$ cat config.mk
export PLATFORM = sky130hd
export DESIGN_NAME = serial_config_shift_register_flat
export DESIGN_NICKNAME = d
export VERILOG_FILES = /design/src/rtl/serial_config_shift_register_if.sv /design/src/rtl/serial_config_shift_register.sv /design/src/flat_wrapper.sv
export SDC_FILE = /design/constraint.sdc
export NUM_CORES = 1
export LEC_CHECK = 0
export BUFFER_PORTS_ARGS = -buffer_cell sky130_fd_sc_hd__buf_2
export CORE_MARGIN = 2
export CORE_UTILIZATION = 51
export DETAILED_ROUTE_END_ITERATION = 8
export PLACE_DENSITY = 0.74
export SLEW_MARGIN = 0
export SYNTH_ARGS = -nofsm -noshare
export SYNTH_HDL_FRONTEND = slang
export SYNTH_SLANG_ARGS = --single-unit
$ cat constraint.sdc
create_clock -name rf_clk -period 1.5 [get_ports rf_clk]
set_input_delay 0.3 -clock rf_clk [delete_from_list [all_inputs] [get_ports rf_clk]]
set_output_delay 0.3 -clock rf_clk [all_outputs]
set_load 0.02 [all_outputs]
$ cat src/rtl/serial_config_shift_register_if.sv
// Bundle of the GPIO-driven serial load lines and the parallel config word.
// There is no valid/ready handshake on this bundle: sclk/data_in are raw
// asynchronous GPIO bits, and data_out is always valid.
interface serial_config_shift_register_if #(
    parameter int WIDTH = 32
);
    logic             sclk;
    logic             data_in;
    logic [WIDTH-1:0] data_out;

    // Software/GPIO side drives the serial lines and observes the word
    modport master (
        output sclk,
        output data_in,
        input  data_out
    );

    // Config register side
    modport slave (
        input  sclk,
        input  data_in,
        output data_out
    );
endinterface

$ cat src/rtl/serial_config_shift_register.sv
// Serial-in/parallel-out configuration register, bit-banged by software.
// sclk and data_in are synchronized into rf_clk through identical chains so
// bits written by the same GPIO write stay aligned. Each rising edge of the
// synchronized sclk shifts one bit in at the LSB (MSB-first protocol).
// sclk is only ever sampled as data, never used as a clock.
// SYNC_STAGES must be at least 2.
module serial_config_shift_register #(
    parameter int WIDTH       = 32,
    parameter int SYNC_STAGES = 2
) (
    input  logic                            rf_clk,
    input  logic                            rf_reset,
    serial_config_shift_register_if.slave   cfg
);

    logic [SYNC_STAGES-1:0] sclk_sync;
    logic [SYNC_STAGES-1:0] data_sync;
    logic                   sclk_prev;
    logic [WIDTH-1:0]       shift_reg;
    logic                   sclk_rise;

    // A held-high sclk rises only once, so it yields exactly one shift
    assign sclk_rise = sclk_sync[SYNC_STAGES-1] & ~sclk_prev;

    // Synchronizers, edge history and the shift register share one async-reset block
    always_ff @(posedge rf_clk or negedge rf_reset) begin
        if (!rf_reset) begin
            sclk_sync <= '0;
            data_sync <= '0;
            sclk_prev <= 1'b0;
            shift_reg <= '0;
        end else begin
            sclk_sync <= {sclk_sync[SYNC_STAGES-2:0], cfg.sclk};
            data_sync <= {data_sync[SYNC_STAGES-2:0], cfg.data_in};
            sclk_prev <= sclk_sync[SYNC_STAGES-1];
            if (sclk_rise) begin
                shift_reg <= {shift_reg[WIDTH-2:0], data_sync[SYNC_STAGES-1]};
            end
        end
    end

    assign cfg.data_out = shift_reg;

endmodule

$ cat src/flat_wrapper.sv
// flat-port wrapper written by rule: the top's interface ports become plain ports
module serial_config_shift_register_flat 
#(
    parameter int WIDTH       = 32,
    parameter int SYNC_STAGES = 2
)
  (rf_clk, rf_reset, cfg_sclk, cfg_data_in, cfg_data_out);
  serial_config_shift_register_if #(.WIDTH(WIDTH)) cfg_i ();
  input  logic rf_clk;
  input  logic rf_reset;
  input wire logic [$bits(cfg_i.sclk)-1:0] cfg_sclk;
  input wire logic [$bits(cfg_i.data_in)-1:0] cfg_data_in;
  output wire logic [$bits(cfg_i.data_out)-1:0] cfg_data_out;
  assign cfg_i.sclk = cfg_sclk;
  assign cfg_i.data_in = cfg_data_in;
  assign cfg_data_out = cfg_i.data_out;
  serial_config_shift_register #(.WIDTH(WIDTH), .SYNC_STAGES(SYNC_STAGES)) u_core (.rf_clk(rf_clk), .rf_reset(rf_reset), .cfg(cfg_i));
endmodule
==> run metrics, run 1 <==
run status=finished, final reports clean; data required time of the critical path=1.72 ns; total of buffers placed on input and output ports=35; Critical Path AT=~1.5 ns; maximum capacitance violations=0; via count of the first global-routing pass=approximately 780; Synth Area in XOR/XNOR=0; routing usage on met1=0.222; layout net count=~120; final cycle utilization of the critical path=0.861; critical path peak fanout=13; number of buffers on the longest clock path=2; largest stage delay on the critical path=about 0.4 ns; drt drc=0; Synth cell types=6; number of clock sinks seen by CTS=37; depth of the CTS H-tree=2; effective utilization at floorplan=0.538; Max IR drop VDD=1550 uV; Yosys warning count=0; #FFs+latches synth=37; syn nets=78; sum of buffers and inverters on the critical path=1; DRC violation total after the first TritonRoute iteration=5; peak-usage layer in the global routing report=met2; Power Density=about 1600 nW/um^2; mux contribution to synthesized area=0.319; post-CTS setup buffer count=0; worst hold slack across all endpoints=0.0716 ns; Worst-Margin Slew=0.419 ns; dominant combinational cell family by area after synthesis=multiplexers; area taken by flip-flops and latches=slightly above 900 sq um; maximum clock rate=between 0.7 and 0.8 GHz; detailed-route via count=approximately 760; routed length per placed instance=about 16 um; Static Leak=0.943 nW; clock skew after layout=roughly 0.0075 ns; Worst setup EP type=flip-flop; number of failing setup endpoints in the final timing report=0; I/O pin count=36; area enclosed by the die boundary=roughly 3400 sq um; area of the multi-input gates=slightly below 500 sq um; largest net degree at the start of global routing=20; nature of the critical path startpoint=flip-flop; cts bufs inserted=5; number of antenna violations at the first check in global routing=0; HPWL after detailed placement=roughly 1.6 mm; first-pass GRT wire length=about 4.0 mm; Final ANT Viol Nets=0; Vias/cell=a little over 5; die height=57.9 um; final number of hold-violating endpoints=0; post-synthesis compound-gate area fraction=0; Routed Wire Length=approximately 2.3 mm; worst hold path type=input pin to flip-flop; Antenna Cells=0; GR Layer Usage met3=0.0670; met2 routing resource usage after global routing=0.237; RSZ-0062 raised after global routing=no; final sum of negative setup slack=0 ns; fin. max-slew vios=0; fillers=214; simple logic cell fraction of the synthesized area=0.00927; post-synthesis cell count=74; Post-Syn Area=between 1000 and 1500 sq um; Avg Inst Size Synth=approximately 20 sq um; Worst-path clk slew=around 0.10 ns; list of cells traversed by the critical path=nor2b_4 > buf_4 > mux2_2; cell type group with the largest total delay on the critical path=flip-flops; drt pass-1 iters=3; tightest slew margin relative to the limit=0.720; placer congestion estimate=around 0.66; layout overhead on the synthesized area=16.0%; area of the core=roughly 2800 sq um; cell type of the slowest stage on the worst timing path=sky130_fd_sc_hd__dfrtp_1; Worst-Skew Late Latency=roughly 0.33 ns; minimum clock period after layout=approximately 1.3 ns; part of the Yosys area used for sequential elements=0.624; Final Power=approximately 2.7 mW; layout cell share with drive strength beyond 1=0.667; library cell used as clock root buffer=sky130_fd_sc_hd__clkbuf_4; total routing usage reported by global routing=0.163; number of core rows=19; kind of critical path=flip-flop to flip-flop; overflow left after global routing=0; post-synthesis share of cell area spent on full adders, half adders and majority gates=0; Die W=57.9 um; TritonCTS clock tree=built
-- layer usage --
layer	wire length, um	vias up
li1	-	340
met2	1130	24
met1	1030	396
met4	24	0
met3	114	3
met5	0	-
-- state kept, by name, summed over array words and instances (netlist names) --
| register | cells |
|---|---|
| u_core.cfg.data_out | 32 |
| u_core.data_sync | 2 |
| u_core.sclk_sync | 2 |
| u_core.sclk_prev | 1 |
-- Yosys cell counts, drive strengths merged --
library cell   n  share of area
dfrtp         37           0.62
mux2          32           0.32
buf            4          0.048
nor2b          1         0.0093
-- per-stage QoR --
| step | instance area, sq um | instances | utilization | setup WS [ns] |
|---|---|---|---|---|
| global placement | 1660 | 140 | 0.601 | 0.242 |
| finish | 1720 | 148 | 0.624 | 0.209 |
| global route | 1720 | 148 | 0.624 | 0.158 |
| floorplan | 1480 | 74 | - | 0.337 |
| CTS | 1720 | 148 | 0.624 | 0.192 |
| detailed placement | 1660 | 140 | 0.601 | 0.215 |
-- final cells by class --
class / instances / share of cell area
sequential: 37 / 0.538
clock buffer: 7 / 0.0320
timing repair buffer: 40 / 0.125
multi-input combinational: 33 / 0.283
tap: 31 / 0.0225
-- path summary, 6_finish.rpt --
path                                     startpoint                      end  slack [ns]  depth (start not counted)
max in group asynchronous                  rf_reset  u_core.cfg.data_out[26]        0.48                          3
min in group asynchronous                  rf_reset  u_core.cfg.data_out[20]        0.42                          2
worst max-delay path               u_core.sclk_prev  u_core.cfg.data_out[30]        0.21                          3
worst min register to register  u_core.data_sync[0]      u_core.data_sync[1]        0.36                          0
worst max register to register     u_core.sclk_prev  u_core.cfg.data_out[30]        0.21                          3
worst min-delay path                       cfg_sclk      u_core.sclk_sync[0]        0.07                          1
-- worst register-to-register path, delay by kind of cell (launching register included) --
family        cells  cell delay [ns]
simple gates      1             0.15
buf+inv           1             0.27
flops             1             0.41
mux               1             0.36
-- repair_timing --
action	in CTS	in global routing
hold endpoints to repair	18	0
hold buffers	1	0
setup endpoints to repair	0	0
gates resized for setup	0	0
-- cell usage in the layout, fill, tap and decap left out --
cell / synthesis / routed
sky130_fd_sc_hd__dfrtp_1: 37 / 37
sky130_fd_sc_hd__clkbuf_8: 0 / 1
sky130_fd_sc_hd__clkbuf_1: 0 / 1
sky130_fd_sc_hd__mux2_4: 30 / 30
sky130_fd_sc_hd__buf_4: 0 / 4
sky130_fd_sc_hd__dlygate4sd3_1: 0 / 1
sky130_fd_sc_hd__clkbuf_4: 0 / 5
sky130_fd_sc_hd__buf_2: 0 / 35
sky130_fd_sc_hd__mux2_2: 2 / 2
sky130_fd_sc_hd__nor2b_4: 1 / 1
-- where the power goes --
group / internal [mW] / switching, mW / total, mW
Combinational: 0.404 / 0.401 / 0.805
Sequential: 1.19 / 0.156 / 1.35
Clock: 0.221 / 0.298 / 0.519
Total: 1.82 / 0.855 / 2.67
-- cell families (layout without fill, tap and decap cells) --
logic type	Yosys count	after routing
buf+inv	4	47
flops	37	37
mux	32	32
simple gates	1	1
Power figures use the tool's default switching activity.
==> run 2, diff against run 1 <==
CORE_UTILIZATION = 25   (was 51)
PLACE_DENSITY = 0.4   (was 0.74)
==> run 2 against run 1 <==
Die area rose by 96%. Final area rose by 5.4%. Critical path depth did not move. Clock skew rose by 0.0027 ns. Maximum frequency rose by 2.9%. Largest cell class unchanged.
==> run metrics, run 2 (synthesis gave the netlist of run 1 again) <==
core utilization of the finished layout=0.312 (-0.312); RSZ-0062 raised after global routing=no; number of antenna violations at the first check in global routing=0 (unchanged); Worst-Margin Slew=0.523 ns (+0.103 ns); detailed-route via count=747 (-2.1%); minimum clock period after layout=1.25 ns (-0.0366 ns); Worst Hold Path Cells=1 (unchanged); flip-flop count of the largest register after layout=32 (unchanged); most frequent cells in the layout=sky130_fd_sc_hd__dfrtp_1 (37), sky130_fd_sc_hd__buf_2 (35), sky130_fd_sc_hd__mux2_4 (30); Static Leak=0.955 nW (+1.2%); nature of the critical path startpoint=flip-flop; switching power=876 uW (+2.5%); worst-case reg-to-reg path depth=3 (unchanged); DRC violation total after the first TritonRoute iteration=8 (+3); maximum clock rate=0.797 GHz (+2.9%); total routing usage reported by global routing=0.0836 (-0.0796); area enclosed by the die boundary=6570 sq um (+96%); via count of the first global-routing pass=815 (+4.4%); final number of hold-violating endpoints=0 (unchanged); Final WS setup=0.245 ns (+0.0366 ns); drt pass-1 iters=3 (unchanged); library cell used as clock root buffer=sky130_fd_sc_hd__clkbuf_8; Pint=1.92 mW (+5.8%); final sum of negative setup slack=0 ns (unchanged); Worst-path clk slew=0.07 ns (-0.03 ns); area of the core=5820 sq um (+110%); Vias/cell=3.91 (-24%); TritonCTS clock tree=built; maximum capacitance violations=0 (unchanged); Critical Path AT=1.42 ns (-0.10 ns); first-pass GRT wire length=4.02 mm (+1.4%); worst slack, placed=0.242 ns (+0.0268 ns); Routed Wire Length=2.31 mm (+0.52%); # resized after CTS=0 (unchanged); run status=finished, final reports clean; number of failing setup endpoints in the final timing report=0 (unchanged); Antenna Cells=0 (unchanged); Final ANT Viol Nets=0 (unchanged); Power Density=1540 nW/um^2 (-0.58%); Worst setup EP type=flip-flop; area taken by flip-flops and latches=926 sq um (unchanged); die height=81.0 um (+40%); tightest slew margin relative to the limit=0.651 (-0.0689); fin. max-slew vios=0 (unchanged); effective utilization at floorplan=0.255 (-0.283); Max IR drop VDD=729 uV (-53%); most frequent standard cell in the layout excluding fill and tap cells=sky130_fd_sc_hd__dfrtp_1; layout cell share with drive strength beyond 1=0.664 (-0.00287); drt drc=0 (unchanged); kind of critical path=flip-flop to flip-flop; placer congestion estimate=0.662 (-0.27%); depth of the CTS H-tree=2 (unchanged); critical path peak fanout=32 (+19); final cycle utilization of the critical path=0.837 (-0.0244); overflow left after global routing=0 (unchanged); total of buffers placed on input and output ports=35 (unchanged); portion of total power attributed to sequential cells=0.482 (-0.023); switching part of the total power=0.313 (-0.00689); number of core rows=28 (+9); Worst-Skew Late Latency=0.28 ns (-0.05 ns); data required time of the critical path=1.66 ns (-0.06 ns); clock skew after layout=0.0102 ns (+0.00275 ns); routed length per placed instance=12.1 um (-22%); area of the multi-input gates=487 sq um (unchanged); Die W=81.0 um (+40%); worst hold slack across all endpoints=0.124 ns (+0.0526 ns); worst hold path type=input pin to flip-flop; share of total power in the clock network=0.234 (+0.040); I/O pin count=36 (unchanged); number of clock sinks seen by CTS=37 (unchanged); largest net degree at the start of global routing=33 (+65%); layout overhead on the synthesized area=22.3%; number of buffers on the longest clock path=2 (unchanged); Final Power=2.80 mW (+4.8%); fillers=606 (+180%); post-CTS setup buffer count=0 (unchanged); cts bufs inserted=5 (unchanged); layout net count=119 (-1.7%); HPWL after detailed placement=1.59 mm (-3.1%); proportion of power drawn by combinational gates=0.285 (-0.016)
[run 2: changes by cell type in the layout (fill, tap and decap cells not counted)]
cell / previous run / this run
sky130_fd_sc_hd__clkinv_2: 0 / 2
sky130_fd_sc_hd__buf_12: 0 / 2
sky130_fd_sc_hd__clkbuf_4: 5 / 0
sky130_fd_sc_hd__clkbuf_8: 1 / 5
sky130_fd_sc_hd__buf_4: 4 / 0
[run 2: worst paths after layout]
path,from,end,slack [ns]
max,u_core.sclk_prev,u_core.cfg.data_out[31],0.25
max reg2reg,u_core.sclk_prev,u_core.cfg.data_out[31],0.25
min,cfg_data_in,u_core.data_sync[0],0.12
max in group asynchronous,rf_reset,u_core.cfg.data_out[6],0.50
min in group asynchronous,rf_reset,u_core.cfg.data_out[23],0.53
min reg2reg,u_core.sclk_sync[0],u_core.sclk_sync[1],0.35
[run 2: power by group through the flow]
| stage | clock network [mW] | registers (mW) | logic (mW) |
|---|---|---|---|
| 6_report | 0.655 | 1.35 | 0.797 |
| 5_1_grt | 0.734 | 1.38 | 0.858 |
| 4_1_cts | 0.691 | 1.35 | 0.811 |
| 3_5_place_dp | 0 | 1.37 | 0.811 |
| 3_3_place_gp | 0 | 1.37 | 0.809 |
| 2_1_floorplan | 0 | 1.58 | 0.337 |
[run 2: area by class of cell]
class | count | area share
clock buffers | 6 | 0.0400
clock inverters | 2 | 0.00552
well taps | 75 | 0.0517
flip-flops and latches | 37 | 0.510
repair buffers | 38 | 0.124
multi-input cells | 33 | 0.268
[run 2: worst max-delay path: stages, from the launching register on]
cell and delay [ns]:
sky130_fd_sc_hd__dfrtp_1 0.39, sky130_fd_sc_hd__nor2b_4 0.13, sky130_fd_sc_hd__buf_12 0.26, sky130_fd_sc_hd__mux2_2 0.36
[run 2: what timing repair did]
| item | 4_1_cts | 5_1_grt |
|---|---|---|
| setup endpoints to repair | 0 | 0 |
| hold buffers | 1 | 0 |
| endpoints found under the hold margin | 9 | 0 |
[run 2: routing by layer]
layer / wire length, um / GRT usage / vias up
met3: 193 / 0.0356 / 4
met5: 0 / 0 / -
met2: 985 / 0.117 / 29
met4: 36 / 0.0458 / 0
li1: - / - / 337
met1: 1100 / 0.109 / 377
[run 2: per-stage QoR]
step,area (sq um),std cells
floorplan,1480,74
global route,1810,191
detailed placement,1720,182
CTS,1810,191
finish,1810,191
global placement,1720,182
==> run 3, diff against run 2 <==
PLACE_DENSITY = 0.42   (was 0.4)
clock period = 1 ns   (was 1.5 ns; I/O delays follow)
==> run 3 against run 2 <==
Maximum frequency up 2.7%. Die area unchanged. Global-route usage is 0.71 points higher. Critical path depth did not move. The flow now finishes with violations (setup timing). Largest power group unchanged. Core utilization rose by 8.3 points. Non-clock buffer count up 32.
==> run metrics, run 3 (synthesis gave the netlist of run 1 again) <==
Worst-path clk slew=0.07 ns (about the same); violations in the final reports=setup timing; Worst-Skew Late Latency=0.28 ns (about the same); data required time of the critical path=1.17 ns (-0.49 ns); Worst setup EP type=flip-flop; Die W=81.0 um (unchanged); nature of the critical path startpoint=flip-flop; total routing usage reported by global routing=0.0907 (+0.00711); area of the core=5820 sq um (unchanged); number of buffers on the longest clock path=2 (unchanged); final cycle utilization of the critical path=1.22 (+0.386); final number of hold-violating endpoints=0 (unchanged); final cell count without fillers=222 (+16%); Final ANT Viol Nets=0 (unchanged); RSZ-0062 raised after global routing=yes; depth of the CTS H-tree=2 (unchanged); Worst-Margin Slew=0.206 ns (-0.317 ns); list of cells traversed by the critical path=nor2b_4 > buf_12 > mux2_4; tightest slew margin relative to the limit=0.862 (+0.211); fillers=571 (-5.8%); Final Power=5.24 mW (+87%); Static Leak=1.17 nW (+23%); minimum clock period after layout=1.22 ns (-0.0327 ns); reg-to-reg endpoint=u_core.cfg.data_out[12]; via count of the first global-routing pass=923 (+13%); post-detailed-placement cell area=1740 sq um (+1.2%); number of antenna violations at the first check in global routing=0 (unchanged); number of core rows=28 (unchanged); die height=81.0 um (unchanged); placed cell count=183 (+0.55%); Power Density=2280 nW/um^2 (+48%); overflow left after global routing=0 (unchanged); Worst Hold Path Cells=1 (unchanged); HPWL after detailed placement=1.57 mm (-1.6%); cts bufs inserted=5 (unchanged); detailed-route via count=869 (+16%); most frequent cells in the layout=sky130_fd_sc_hd__dfrtp_1 (37), sky130_fd_sc_hd__mux2_4 (32), sky130_fd_sc_hd__buf_6 (32); drt pass-1 iters=2 (-1); total of buffers placed on input and output ports=35 (unchanged); most frequent standard cell in the layout excluding fill and tap cells=sky130_fd_sc_hd__dfrtp_1; largest net degree at the start of global routing=38 (+15%); first-pass GRT wire length=4.42 mm (+10%); clock skew after layout=0.00941 ns (-0.000799 ns); number of clock sinks seen by CTS=37 (unchanged); Routed Wire Length=2.66 mm (+15%); I/O pin count=36 (unchanged); placer congestion estimate=0.624 (-5.7%); post-route cell area=2300 sq um (+27%); area enclosed by the die boundary=6570 sq um (unchanged); Critical Path AT=1.39 ns (-0.03 ns); DRC violation total after the first TritonRoute iteration=51 (+43); critical path peak fanout=21 (-34%); worst hold slack across all endpoints=0.0275 ns (-0.0968 ns); launch point of the worst reg-to-reg path=u_core.sclk_prev; layout cell share with drive strength beyond 1=0.741 (+0.0777); fin. max-slew vios=0 (unchanged); area taken by flip-flops and latches=926 sq um (unchanged); maximum capacitance violations=0 (unchanged); Antenna Cells=0 (unchanged); final sum of negative setup slack=-6.74 ns (-6.74 ns); kind of critical path=flip-flop to flip-flop; Final WS setup=-0.222 ns (-0.467 ns); sum of buffers and inverters on the critical path=1 (unchanged); effective utilization at floorplan=0.255 (unchanged); layout net count=151 (+27%); layout overhead on the synthesized area=54.7%; maximum clock rate=0.818 GHz (+2.7%); flip-flop count of the largest register after layout=32 (unchanged); cell type of the slowest stage on the worst timing path=sky130_fd_sc_hd__dfrtp_1; number of failing setup endpoints in the final timing report=63 (+63); cell type group with the largest total delay on the critical path=flip-flops; Vias/cell=3.91 (about the same); worst-case reg-to-reg path depth=3 (unchanged); routed length per placed instance=12.0 um (-0.99%); worst hold path type=input pin to flip-flop; area of the multi-input gates=494 sq um (+1.5%); worst min-delay path startpoint=cfg_data_in; drt drc=0 (unchanged); TritonCTS clock tree=built; Max IR drop VDD=1290 uV (+77%); largest stage delay on the critical path=0.40 ns (about the same); minimum setup slack among reg-to-reg paths=-0.22 ns (-0.47 ns); run status=finished, violations left; library cell used as clock root buffer=sky130_fd_sc_hd__clkbuf_8; worst-case hold path end point=u_core.data_sync[0]
==> run 3: timing repair <==
item,in CTS,in global routing
endpoints found under the setup margin,64,64
resized for setup,66,0
hold endpoints to repair,37,0
setup buffers,29,2
hold buffers,1,0
==> run 3: layer usage <==
metal / wire [um] / GRT usage / part of all wire
met1: 1260 / 0.117 / 0.47
met2: 1190 / 0.131 / 0.44
met3: 194 / 0.0389 / 0.073
met4: 21 / 0.0407 / 0.0079
met5: 0 / 0 / 0
==> run 3: how the worst max path moves through the flow <==
stage / from / to / slack [ns] / depth (start not counted)
after floorplan: u_core.sclk_prev / u_core.cfg.data_out[0] / -0.16 / 4
after global placement: u_core.sclk_prev / u_core.cfg.data_out[17] / -0.20 / 3
after detailed placement: u_core.sclk_prev / u_core.cfg.data_out[10] / -0.21 / 3
after CTS: u_core.sclk_prev / u_core.cfg.data_out[17] / -0.23 / 3
after global routing: u_core.sclk_prev / u_core.cfg.data_out[17] / -0.27 / 3
final: u_core.sclk_prev / u_core.cfg.data_out[12] / -0.22 / 3
==> run 3: through the flow <==
stage | setup WS (ns) | util
2_1_floorplan | -0.163 | -
3_3_place_gp | -0.203 | 0.299
3_5_place_dp | -0.213 | 0.299
4_1_cts | -0.231 | 0.392
5_1_grt | -0.266 | 0.395
6_report | -0.222 | 0.395
==> run 3: cell type report <==
class / instances / share of cell area
multi-input combinational: 33 / 0.215
sequential: 37 / 0.403
clock inverter: 2 / 0.0153
tap: 75 / 0.0409
timing repair buffer: 70 / 0.295
clock buffer: 5 / 0.0300
==> run 3: where the power goes <==
| group | internal [mW] | total, mW | switching (mW) |
|---|---|---|---|
| logic | 1.25 | 2.01 | 0.753 |
| clock network | 0.724 | 1.22 | 0.495 |
| registers | 1.79 | 2.01 | 0.220 |
| total | 3.77 | 5.24 | 1.47 |
==> run 3: worst register-to-register path: cells and delay by family, from the launching register on <==
kind                   cells  cell delay [ns]
buffers and inverters      1             0.22
flip-flops                 1             0.40
multiplexers               1             0.32
AND/OR/NAND/NOR            1             0.17
